## src/rtl/oled_fetch_pkg.sv

```systemverilog
// ============================================================================
//  Module      : oled_fetch_pkg
//  Description : Shared types and constants for the OLED frame-buffer fetch
//                stage: FSM encoding, RGB565 fields, colour bars, border.
//  Revision    : 1.0 - initial release
// ============================================================================
`default_nettype none

package oled_fetch_pkg;

   typedef enum logic [1:0] {
      ST_IDLE = 2'd0,
      ST_WAIT = 2'd1,
      ST_ARM  = 2'd2,
      ST_SCAN = 2'd3
   } fetch_state_t;

   localparam int R_MSB = 15;
   localparam int R_LSB = 11;
   localparam int G_MSB = 10;
   localparam int G_LSB = 5;
   localparam int B_MSB = 4;
   localparam int B_LSB = 0;

   localparam logic [15:0] BORDER_DEFAULT = 16'hF800;
   localparam int          BAR_WIDTH      = 12;

   localparam logic [15:0] BAR_WHITE   = 16'hFFFF;
   localparam logic [15:0] BAR_YELLOW  = 16'hFFE0;
   localparam logic [15:0] BAR_CYAN    = 16'h07FF;
   localparam logic [15:0] BAR_GREEN   = 16'h07E0;
   localparam logic [15:0] BAR_MAGENTA = 16'hF81F;
   localparam logic [15:0] BAR_RED     = 16'hF800;
   localparam logic [15:0] BAR_BLUE    = 16'h001F;
   localparam logic [15:0] BAR_BLACK   = 16'h0000;

   function automatic logic [15:0] bar_color(input logic [2:0] idx);
      logic [15:0] c;
      case (idx)
         3'd0:    c = BAR_WHITE;
         3'd1:    c = BAR_YELLOW;
         3'd2:    c = BAR_CYAN;
         3'd3:    c = BAR_GREEN;
         3'd4:    c = BAR_MAGENTA;
         3'd5:    c = BAR_RED;
         3'd6:    c = BAR_BLUE;
         default: c = BAR_BLACK;
      endcase
      return c;
   endfunction

   // Exchange the 5-bit red and blue fields; green stays in place.
   function automatic logic [15:0] swap_rb(input logic [15:0] c);
      return {c[B_MSB:B_LSB], c[G_MSB:G_LSB], c[R_MSB:R_LSB]};
   endfunction

endpackage

`default_nettype wire

```

## src/rtl/oled_fb_addr_gen.sv

```systemverilog
// ============================================================================
//  Module      : oled_fb_addr_gen
//  Description : Stage 0 of the fetch pipeline: OLED x/y to registered
//                frame-buffer address and image-window flag.
//  Revision    : 1.0 - initial release
// ============================================================================
`default_nettype none

module oled_fb_addr_gen
   import oled_fetch_pkg::*;
#(
   parameter int IMG_COLS = 80,
   parameter int IMG_ROWS = 60,
   parameter int NB_ADDR  = 13
) (
   input  logic               clk,
   input  logic               rst,
   input  logic [6:0]         x,
   input  logic [6:0]         y,
   output logic [NB_ADDR-1:0] fb_addr,
   output logic               in_win
);

   logic [NB_ADDR-1:0] y_ext;
   logic [NB_ADDR-1:0] x_ext;
   logic [NB_ADDR-1:0] addr_calc;
   logic [NB_ADDR-1:0] fb_addr_d, fb_addr_q;
   logic               in_win_d, in_win_q;

   assign y_ext = NB_ADDR'(y);
   assign x_ext = NB_ADDR'(x);

   generate
      if (IMG_COLS == 80) begin : g_addr_shift
         // 80 = 64 + 16, so the row offset needs only two shifts and an add.
         assign addr_calc = (y_ext << 6) + (y_ext << 4) + x_ext;
      end else begin : g_addr_mul
         assign addr_calc = y_ext * NB_ADDR'(IMG_COLS) + x_ext;
      end
   endgenerate

   always_comb begin
      in_win_d  = (x < 7'(IMG_COLS)) && (y < 7'(IMG_ROWS));
      fb_addr_d = in_win_d ? addr_calc : fb_addr_q;
   end

   always_ff @(posedge clk) begin
      if (rst) begin
         fb_addr_q <= '0;
         in_win_q  <= 1'b0;
      end else begin
         fb_addr_q <= fb_addr_d;
         in_win_q  <= in_win_d;
      end
   end

   assign fb_addr = fb_addr_q;
   assign in_win  = in_win_q;

endmodule

`default_nettype wire

```

## src/rtl/oled_fb_fetch.sv

```systemverilog
// ============================================================================
//  Module      : oled_fb_fetch
//  Description : Pixel fetch between the camera frame buffer and the OLED
//                driver, with tear-free capture hold-off FSM.
//                Optional colour-bar test pattern: OLED_FETCH_TESTPAT_EN.
//  Revision    : 1.0 - initial release
// ============================================================================
`default_nettype none

module oled_fb_fetch
   import oled_fetch_pkg::*;
#(
   parameter int          IMG_COLS  = 80,
   parameter int          IMG_ROWS  = 60,
   parameter int          NB_ADDR   = 13,
   parameter int          OLED_COLS = 96,
   parameter int          OLED_ROWS = 64,
   parameter logic [15:0] BORDER    = BORDER_DEFAULT
) (
   input  logic               clk,
   input  logic               rst,
   input  logic               next_pixel,
   input  logic [6:0]         x,
   input  logic [6:0]         y,
   input  logic               swap_r_b,
   input  logic               freeze,
   input  logic               cap_frame_done,
`ifdef OLED_FETCH_TESTPAT_EN
   input  logic               testpat,
`endif
   output logic [NB_ADDR-1:0] fb_addr,
   input  logic [15:0]        fb_pxl,
   output logic [15:0]        color,
   output logic               cap_hold,
   output logic [7:0]         frame_cnt
);

   logic         in_win_s0;
   logic         in_win_s1_d, in_win_s1_q;
   logic [15:0]  pix;
   logic [15:0]  color_d, color_q;

   fetch_state_t state_d, state_q;
   logic         cap_hold_d, cap_hold_q;
   logic [7:0]   frame_cnt_d, frame_cnt_q;
   logic         is_first_px;
   logic         is_last_px;

   oled_fb_addr_gen #(
      .IMG_COLS (IMG_COLS),
      .IMG_ROWS (IMG_ROWS),
      .NB_ADDR  (NB_ADDR)
   ) u_addr_gen (
      .clk     (clk),
      .rst     (rst),
      .x       (x),
      .y       (y),
      .fb_addr (fb_addr),
      .in_win  (in_win_s0)
   );

`ifdef OLED_FETCH_TESTPAT_EN
   logic [2:0] bar_s0_d, bar_s0_q;
   logic [2:0] bar_s1_d, bar_s1_q;

   always_comb begin
      bar_s0_d = ((x < 7'(OLED_COLS)) && (y < 7'(OLED_ROWS))) ?
                 3'(x / 7'(BAR_WIDTH)) : 3'd7;
      bar_s1_d = bar_s0_q;
   end

   always_ff @(posedge clk) begin
      if (rst) begin
         bar_s0_q <= 3'd0;
         bar_s1_q <= 3'd0;
      end else begin
         bar_s0_q <= bar_s0_d;
         bar_s1_q <= bar_s1_d;
      end
   end
`endif

   // Window flag is delayed one more stage to line up with the BRAM read data.
   always_comb begin
      in_win_s1_d = in_win_s0;
      pix         = in_win_s1_q ? fb_pxl : BORDER;
`ifdef OLED_FETCH_TESTPAT_EN
      if (testpat) begin
         pix = bar_color(bar_s1_q);
      end
`endif
      color_d = swap_r_b ? swap_rb(pix) : pix;
   end

   always_ff @(posedge clk) begin
      if (rst) begin
         in_win_s1_q <= 1'b0;
         color_q     <= BORDER;
      end else begin
         in_win_s1_q <= in_win_s1_d;
         color_q     <= color_d;
      end
   end

   always_comb begin
      state_d     = state_q;
      frame_cnt_d = frame_cnt_q;
      is_first_px = next_pixel && (x == 7'd0) && (y == 7'd0);
      is_last_px  = next_pixel && (x == 7'(OLED_COLS - 1)) &&
                    (y == 7'(OLED_ROWS - 1));
      case (state_q)
         ST_IDLE: state_d = ST_WAIT;
         ST_WAIT: if (cap_frame_done) state_d = ST_ARM;
         ST_ARM:  if (is_first_px) state_d = ST_SCAN;
         ST_SCAN: begin
            if (is_last_px) begin
               state_d     = ST_WAIT;
               frame_cnt_d = frame_cnt_q + 8'd1;
            end
         end
         default: state_d = ST_IDLE;
      endcase
      // Follows the current state, so the hold lags ARM entry by one clock.
      cap_hold_d = (state_q == ST_ARM) || (state_q == ST_SCAN) || freeze;
   end

   always_ff @(posedge clk) begin
      if (rst) begin
         state_q     <= ST_IDLE;
         cap_hold_q  <= 1'b0;
         frame_cnt_q <= 8'd0;
      end else begin
         state_q     <= state_d;
         cap_hold_q  <= cap_hold_d;
         frame_cnt_q <= frame_cnt_d;
      end
   end

   assign color     = color_q;
   assign cap_hold  = cap_hold_q;
   assign frame_cnt = frame_cnt_q;

endmodule

`default_nettype wire

```

## config.mk

```make
export PLATFORM = sky130hd
export DESIGN_NAME = oled_fb_fetch
export DESIGN_NICKNAME = d
export VERILOG_FILES = /design/src/rtl/oled_fetch_pkg.sv /design/src/rtl/oled_fb_addr_gen.sv /design/src/rtl/oled_fb_fetch.sv
export SDC_FILE = /design/constraint.sdc
export NUM_CORES = 1
export LEC_CHECK = 0
export ABC_AREA = 1
export BUFFER_PORTS_ARGS = -buffer_cell sky130_fd_sc_hd__buf_2
export CAP_MARGIN = 20
export CORE_AREA = 2 2 70 72
export DETAILED_ROUTE_END_ITERATION = 12
export DIE_AREA = 0 0 72 74
export GPL_TIMING_DRIVEN = 0
export HOLD_SLACK_MARGIN = 0.05
export MAX_ROUTING_LAYER = met4
export PLACE_DENSITY = 0.78
export SETUP_SLACK_MARGIN = 0.1
export SYNTH_ARGS = -nofsm -noshare
export SYNTH_HDL_FRONTEND = slang
export SYNTH_SLANG_ARGS = --single-unit
export TNS_END_PERCENT = 30
```

## constraint.sdc

```tcl
create_clock -name clk -period 4.7 [get_ports clk]
set_clock_uncertainty 0.2 [all_clocks]
set_input_delay 0.47 -clock clk [delete_from_list [all_inputs] [get_ports clk]]
set_output_delay 0.47 -clock clk [all_outputs]
set_load 0.02 [all_outputs]
```

After elaboration in Yosys (flattened, before gate mapping)
Cells that the tools add are included.
- flip-flop bits (word level): 42
- input bits: 36
- output and inout bits: 38
- word-level logic and storage cells: 38
- $add $sub $neg: 3
- $lt $le $gt $ge: 2
- equal/unequal tests: 8
- muxes and demuxes: 6
- reductions and logical operators: 12
- operators by type and width (kind ; number):
    $mux W16 ; 2
    $logic_not A7 Y1 ; 2
    $add A13 B11 Y13 ; 1
    $add A13 B7 Y13 ; 1
    $add A8 B1 Y8 const B ; 1
    $pmux W2 S4 ; 1
    $eq A7 B6 Y1 const B ; 1
    $eq A7 B7 Y1 const B ; 1
    $lt A7 B6 Y1 const B ; 1
    $lt A7 B7 Y1 const B ; 1
    $mux W2 ; 3
    $ne A2 B2 Y1 const B ; 3
    $logic_and A1 B1 Y1 ; 5
    $eq A2 B2 Y1 const B ; 2
    $reduce_and A3 Y1 ; 1
    $eq A2 B1 Y1 const B ; 1
    $logic_not A2 Y1 ; 1
    $logic_or A1 B1 Y1 ; 2
    $reduce_and A2 Y1 ; 1

Logic depth before layout (Yosys ltp)
Gate-level depths: netlist (run 1).
- depth in word-level cells: 5
- mapped depth: 12
- mapped depth without buffers: 12

Modules after synthesis
From an unflattened synthesis (run 1), not the netlist that was laid out.
- cell total of the unflattened synthesis: 316
- area total of the unflattened synthesis: 2218.4 um^2
- by module, submodules not included (module ; instances ; cells an instance ; area an instance (um^2) ; seq. area each (um^2)):
    oled_fb_fetch ; 1 ; 187 ; 1290.0 ; 560.5
    oled_fb_addr_gen ; 1 ; 129 ; 928.4 ; 280.3

Worst setup path after synthesis (run 1)
No wires, ideal clock.
- path kind: input port to flip-flop
- from: in y[0]
- to: reg u_addr_gen.fb_addr_q[11] (netlist: u_addr_gen.fb_addr[11])
- setup time: 0.113 ns
- arrival time: 1.990 ns
- data required time: 4.387 ns
- setup slack: 2.397 ns
- stages: 9
- buffers on the path: 0
- cells stage by stage: inv_1 fa_1 fa_1 o21ai_1 nand2_1 nand2_1 nor2_1 o21ai_1 inv_1
- word-level cells in the longest chain between the ends: 2
- elaborated cells on any way between the ends: 4
- those cells by class: add/sub: 2; order compare: 1; reduce/logical: 1
- ends and longest elaborated chain (element ; RTL line ; RTL):
    from (decl) ; oled_fb_fetch.sv:24 ; input logic [6:0] y,
    $add A13 B11 Y13 / $lt A7 B6 Y1 (equally long branches) ; oled_fb_addr_gen.sv:36, oled_fb_addr_gen.sv:43 ;
    $add A13 B7 Y13 / $logic_and A1 B1 Y1 (equally long branches) ; oled_fb_addr_gen.sv:36, oled_fb_addr_gen.sv:43 ;
    to (signal assigned) ; oled_fb_addr_gen.sv:52 ; fb_addr_q <= fb_addr_d;
    to (decl) ; oled_fb_addr_gen.sv:27 ; logic [NB_ADDR-1:0] fb_addr_d, fb_addr_q;
Several ways; a longest one is shown, not always the timed one.
A chain may end at the register's enable or synchronous reset.

Final worst setup path (run 1)
- from: in y[2]
- to: reg u_addr_gen.fb_addr_q[11] (netlist: u_addr_gen.fb_addr[11])
The elaborated chain is that of the path after synthesis.

==> results.tsv, run 1 <==
stage	metric	value	unit
floorplanning	rows	25	
clock_tree	cts_root_buf	clkbuf_8	
timing	max_freq	0.434	GHz
outcome	status	finished, final reports clean	
detailed_routing	viasPerCell	4.82	
timing	tns	0	ns
synth	synth_area_leaders	dfxtp_1 (38%), ha_1 (9.6%), nand2_1 (9.3%), inv_1 (6.6%), nand3_1 (6.1%)	
synth	post_synth.cell_area_avg	7.45	µm²
critical_path	crit_path_start_kind	input pin	
synth	yosysWarnings	0	
global_route	overflow	0	
detailed_routing	routed_wirelength	4630	µm
synth	synth_area	2220	µm²
power_and_ir_drop	power	847	µW
worst_hold_path	worst_hold_path.endpoint	color[10]	
critical_path	critical_path_class	in -> reg	
synth	async_flop_share	0	%
placed_design	place_ws	2.09	ns
clock_tree	cts_hold_buf	0	
detailed_routing	vias	2082	
global_route	grt_pass1_vias	1851	
placed_design	dp_hpwl	3680	µm
clock_tree	path_clk_slew	0.07	ns
synth	synth-seq-cells	42	
floorplanning	die_y	74	µm
floorplanning	initial_utilization	48.3	%
clock_tree	cts_setup_buffers	0	
synth	synth_edf_count	0	
clock_tree	cts_buffers	5	
worst_hold_path	min-delay-start	fb_pxl[10]	
layout	fin_util	59.6	%
layout	fin_area	2740	µm²
layout	drive_gt1_share	27.8	%
critical_path	r2r-end	frame_cnt[6]	
clock_tree	clockBufferDepth	2	
clock_tree	cts_tree	built	
synth	synth_most_common_cell	nand2_1	
timing	period_needed	2.31	ns
placed_design	placed_area	2650	µm²
worst_hold_path	whs_path_depth	3	
floorplanning	fp.dieW	72	µm
global_route	grt_usage	18.8	%
detailed_routing	routedWlPerCell	10.7	µm
timing	finalWorstSetupSlack	2.39	ns
timing	min_period_over_period	49.1	%
detailed_routing	antenna_left	0	
critical_path	r2r_setup_slack	3.08	ns
synth	synth_common_cells	nand2_1 (55), dfxtp_1 (42), inv_1 (39)	
job	maxCapViolCount	0	
timing	worst_pin_slew	0.497	ns
power_and_ir_drop	power_density	309	nW/µm²
worst_hold_path	hold_path_class	in -> reg	
floorplanning	core_area	4600	µm²
critical_path	reg2regPathDepth	5	
detailed_routing	drt-initial-drc-count	99	
placed_design	portBuffers	72	
synth	seq_area_frac_synth	37.9	%
timing	rsz0062_at_grt	false	
layout	nNetsFinal	432	
power_and_ir_drop	vdd_drop_max	0.123	mV
critical_path	end_kind	flip-flop	
timing	setup_viol	0	
detailed_routing	dr.pass1.iters	4	
critical_path	crit_fanout	4	
global_route	grt_start_max_net_pins	14	
synth	synth_cells	298	
floorplanning	fp.dieArea	5330	µm²
critical_path	critPathRequiredTime	4.69	ns
synth	synth_cell_type_count	33	
layout	area_growth	23.6	%
synth	synth_top_area_share	37.9	%
timing	slew_headroom	66.9	%
synth	synth_top_area_cell	dfxtp_1	
clock_tree	htree_levels	2	
timing	drv_slew	0	
global_route	grt_pass1_wl	7690	µm
layout	antenna_cells	0	
power_and_ir_drop	p_leak	0.00144	µW
critical_path	crit_arrival	2.30	ns
synth	syn_nets	353	
clock_tree	cts.sinks	42	
placed_design	globalplace.congestion	0.891	
clock_tree	ctsResizeCount	0	
timing	finalHoldViolCount	0	
global_route	grt_antenna_before_repair	0	
synth	synthFlopType	dfxtp_1	
clock_tree	clk_latency	0.29	ns
detailed_routing	drcViolationCount	0	
critical_path	r2r_start	state_q[0]	
floorplanning	num_io_pins	74	
## power by group
| part | switching, µW | internal [µW] | leakage [µW] |
|---|---|---|---|
| sequential | 13.2 | 381 | 0.000345 |
| combinational | 131 | 83.5 | 0.00105 |
| clock | 120 | 118 | 0.0000472 |
| total | 264 | 583 | 0.00144 |
## sequential cells by signal, indices dropped and copies added (netlist names)
register,count
color,16
u_addr_gen.fb_addr,13
frame_cnt,8
state_q,2
cap_hold,1
in_win_s1_q,1
u_addr_gen.in_win,1
## cell type report
type | count | area (µm²)
Buffer | 9 | 52.6
Clock buffer | 6 | 82.6
Clock inverter | 2 | 12.5
Fill cell | 449 | 1860
Inverter | 43 | 166
Multi-Input combinational cell | 204 | 1160
Sequential cell | 42 | 841
Tap cell | 54 | 67.6
Timing Repair Buffer | 72 | 360
## worst max path at each step
stage	slack, ns	to	startpoint	cells past startpoint
2_1_floorplan	2.40	u_addr_gen.fb_addr[11]	y[0]	9
3_3_place_gp	2.14	u_addr_gen.fb_addr[11]	y[0]	10
3_5_place_dp	2.09	u_addr_gen.fb_addr[11]	y[2]	10
4_1_cts	2.40	u_addr_gen.fb_addr[11]	y[2]	10
5_1_grt	2.24	u_addr_gen.fb_addr[11]	y[2]	10
6_report	2.39	u_addr_gen.fb_addr[11]	y[2]	10
## worst max-delay path, cell delays in order
cell and delay (ns):
buf_2 0.13, inv_1 0.06, fa_1 0.51, fa_1 0.48, o21ai_1 0.25, nand2_1 0.09
nand2_1 0.10, nor2_1 0.05, o21ai_1 0.12, inv_1 0.05
## stage by stage
stage	hold WS, ns	std cells
after floorplan	0.188	298
after detailed placement	0.193	424
after global routing	0.179	432
final	0.182	432
after CTS	0.177	432
after global placement	0.189	424
## kinds of logic (layout without fill, tap and decap cells)
| group | Yosys count | after routing | synth area share (%) |
|---|---|---|---|
| fa+ha+maj | 19 | 19 | 11.4 |
| buf+inv | 52 | 132 | 9.86 |
| simple gates | 139 | 139 | 28.5 |
| compound gates | 37 | 37 | 8.79 |
| xor+xnor | 9 | 9 | 3.55 |
| flops | 42 | 42 | 37.9 |
## metal layers
layer | share of wire, % | up-vias | track usage [%]
met5 | 0 | - | -
li1 | - | 1095 | -
met2 | 50 | 51 | 32.8
met4 | 1.8 | 0 | 6.92
met1 | 44 | 927 | 21.7
met3 | 4.4 | 9 | 3.25
## placed cells by master, fill, tap and decap left out, types with 2 or more instances in the layout
cell and n:
o21ai_0 12, nand3_1 27, buf_1 2, clkbuf_8 6, nor2_2 9, ha_1 17
buf_2 74, clkbuf_1 4, dfxtp_1 42, a21oi_1 19, nand2_2 2, nor2_1 36
nand3_2 3, xnor2_1 4, nand2_1 55, inv_2 2, fa_1 2, xor2_1 5
inv_1 39, o21ai_1 2
Note: power is estimated with default switching activity, not from simulation.
==> inputs of run 2 (changes only) <==
--- a/config.mk
+++ b/config.mk
@@ -8,13 +8,13 @@
 export ABC_AREA = 1
 export BUFFER_PORTS_ARGS = -buffer_cell sky130_fd_sc_hd__buf_2
 export CAP_MARGIN = 20
-export CORE_AREA = 2 2 70 72
+export CORE_AREA = 2 2 74 76
 export DETAILED_ROUTE_END_ITERATION = 12
-export DIE_AREA = 0 0 72 74
+export DIE_AREA = 0 0 76 78
 export GPL_TIMING_DRIVEN = 0
 export HOLD_SLACK_MARGIN = 0.05
 export MAX_ROUTING_LAYER = met4
-export PLACE_DENSITY = 0.78
+export PLACE_DENSITY = 0.73
 export SETUP_SLACK_MARGIN = 0.1
 export SYNTH_ARGS = -nofsm -noshare
 export SYNTH_HDL_FRONTEND = slang
==> constraint.sdc (replaced) <==
create_clock -name clk -period 2.1 [get_ports clk]
set_clock_uncertainty 0.2 [all_clocks]
set_input_delay 0.21 -clock clk [delete_from_list [all_inputs] [get_ports clk]]
set_output_delay 0.21 -clock clk [all_outputs]
set_load 0.02 [all_outputs]
==> run 2 against run 1 <==
Combinational power is 140% higher. Register-to-register slack worse by 2.9 ns. Sequential cell count stayed put. Wire length is 13% higher. Sequential power is 120% higher. Core utilization is 0.18 points higher. Setup slack worse by 2.2 ns. Global-route usage is 0.68 points higher. Non-clock buffer count is 23 higher. First-iteration DRC count is 34% lower. Worst hold slack worse by 0.14 ns. Final cell count is 8.8% higher.
==> results.tsv, run 2 (same netlist as run 1, synthesis figures left out) <==
stage	metric	value	unit	change
layout	area_growth	35.9	%	
power_and_ir_drop	internal_power	1450	µW	+150%
global_route	grt_pass1_wl	9100	µm	+18%
placed_design	portBuffers	72		unchanged
power_and_ir_drop	vdd_drop_max	0.340	mV	+180%
critical_path	crit_fanout	10		+6
critical_path	crit_arrival	1.96	ns	-0.34 ns
power_and_ir_drop	clkPwrFrac	31.6	%	+3.5 points
power_and_ir_drop	seq_power_share	43.0	%	-3.6 points
detailed_routing	routedWlPerCell	11.2	µm	+4.1%
global_route	met3_usage	3.26	%	+0.0038 points
floorplanning	core_area	5040	µm²	+9.7%
critical_path	path_cells	clkbuf_1 > buf_2 > nand3_1 > nand3_1 > dlygate4sd3_1		
timing	setup_viol	0		unchanged
timing	min_period_over_period	91.5	%	
clock_tree	clk_latency	0.29	ns	about the same
global_route	grt_pass1_vias	2089		+13%
clock_tree	path_clk_slew	0.08	ns	about the same
detailed_routing	vias	2191		+5.2%
detailed_routing	antenna_left	0		unchanged
global_route	grt_start_max_net_pins	13		-1
placed_design	dp_hpwl	3830	µm	+3.9%
global_route	grt_antenna_before_repair	0		unchanged
critical_path	cp_slowest_cell	dlygate4sd3_1		
critical_path	end_kind	flip-flop		
floorplanning	num_io_pins	74		unchanged
floorplanning	initial_utilization	44.0	%	-4.3 points
detailed_routing	drcViolationCount	0		unchanged
clock_tree	ctsResizeCount	0		unchanged
detailed_routing	viasPerCell	4.66		-3.3%
layout	multi_input_area	1170	µm²	+0.54%
placed_design	globalplace.congestion	0.875		-1.8%
outcome	status	finished, final reports clean		
layout	nNetsFinal	455		+5.3%
global_route	grt_usage	19.4	%	+0.68 points
timing	rsz0062_at_grt	true		
layout	largest_reg_flops	16		unchanged
global_route	overflow	0		unchanged
clock_tree	cts_tree	built		
critical_path	cpPeakStageDelay	0.58	ns	+0.07 ns
critical_path	crit_top_cell	nand3_1		
timing	max_freq	0.520	GHz	
power_and_ir_drop	p_sw	606	µW	+130%
power_and_ir_drop	p_comb_share	25.4	%	about the same
critical_path	critical_path_class	reg -> reg		
power_and_ir_drop	p_leak	0.00154	µW	+7.0%
timing	drv_slew	0		unchanged
job	maxCapViolCount	0		unchanged
layout	fillers	484		+7.8%
timing	slew_headroom	64.9	%	-2.0 points
layout	final_cell_mix	buf_2 (74), nand2_1 (55), dfxtp_1 (42), inv_1 (39), nor2_1 (36)		
clock_tree	cts_root_buf	clkbuf_8		
layout	antenna_cells	0		unchanged
floorplanning	fp.dieW	76	µm	+5.6%
layout	regArea	841	µm²	unchanged
detailed_routing	routed_wirelength	5240	µm	+13%
power_and_ir_drop	switching_share	29.4	%	-1.8 points
timing	hold_ws	0.0470	ns	-0.135 ns
timing	worst_pin_slew	0.527	ns	+0.0303 ns
global_route	grtUsageMet1	21.5	%	-0.14 points
floorplanning	rows	26		+4.0%
clock_tree	htree_levels	2		unchanged
timing	finalHoldViolCount	0		unchanged
clock_tree	cts_setup_buffers	0		unchanged
worst_hold_path	hold_path_class	in -> reg		
clock_tree	cts.sinks	42		unchanged
clock_tree	clockBufferDepth	2		unchanged
layout	mostFrequentLayoutCell	buf_2		
floorplanning	fp.dieArea	5930	µm²	+11%
clock_tree	cts_buffers	5		unchanged
global_route	grt-busiest-layer	met2		
critical_path	critPathRequiredTime	2.13	ns	-2.56 ns
detailed_routing	dr.pass1.iters	4		unchanged
layout	drive_gt1_share	26.5	%	-1.3 points
global_route	use_met2	34.6	%	+1.7 points
timing	period_needed	1.92	ns	
power_and_ir_drop	power_density	682	nW/µm²	+120%
critical_path	crit_path_start_kind	flip-flop		
detailed_routing	drt-initial-drc-count	65		-34%
floorplanning	die_y	78	µm	+5.4%
timing	tns	0	ns	unchanged
==> run 2: per-stage QoR <==
stage               util [%]  total power (µW)  cell area [µm²]  cells  worst slack (ns)
global placement        53.0              1380             2670    440            -0.100
detailed placement      53.0              1390             2670    440            -0.130
finish                  59.8              2060             3020    470             0.178
CTS                     59.8              2080             3020    470             0.167
floorplan                  -              1250             2230    298             0.130
global route            59.8              2190             3020    470            0.0739
==> run 2: final timing paths <==
kind	depth (start not counted)	start	slack, ns	to
worst max-delay path	5	in_win_s1_q	0.18	color[12]
worst min-delay path	4	rst	0.05	u_addr_gen.fb_addr[11]
worst max register to register	5	in_win_s1_q	0.18	color[12]
worst min register to register	2	u_addr_gen.in_win	0.21	in_win_s1_q
==> run 2: layout make-up <==
type | instances | area share [%]
tap | 70 | 2.90
timing repair buffer | 95 | 19.6
multi-input combinational | 204 | 38.7
buffer | 9 | 1.74
sequential | 42 | 27.9
clock inverter | 1 | 0.995
inverter | 43 | 5.52
clock buffer | 6 | 2.74
==> run 2: power groups by stage <==
stage,Clock (µW),Sequential [µW],Combinational [µW]
finish,651,884,523
CTS,666,884,527
detailed placement,0,903,491
global placement,0,900,478
floorplan,0,947,299
global route,700,892,600
==> run 2: routing by layer <==
metal / part of all wire [%] / vias up
met2: 50 / 62
met4: 2.6 / 0
met5: 0 / -
li1: - / 1143
met1: 43 / 976
met3: 4.7 / 10
==> run 2: worst max-delay path, delay by kind of cell (launching register included) <==
family	cells	cell delay [ns]
buffers and inverters	3	1.14
AND/OR/NAND/NOR	2	0.22
flip-flops	1	0.31
==> run 2: repair_timing <==
| item | 4_1_cts | 5_1_grt |
|---|---|---|
| endpoints found under the hold margin | 26 | 0 |
| setup endpoints to repair | 0 | 5 |
| hold buffers | 23 | 0 |
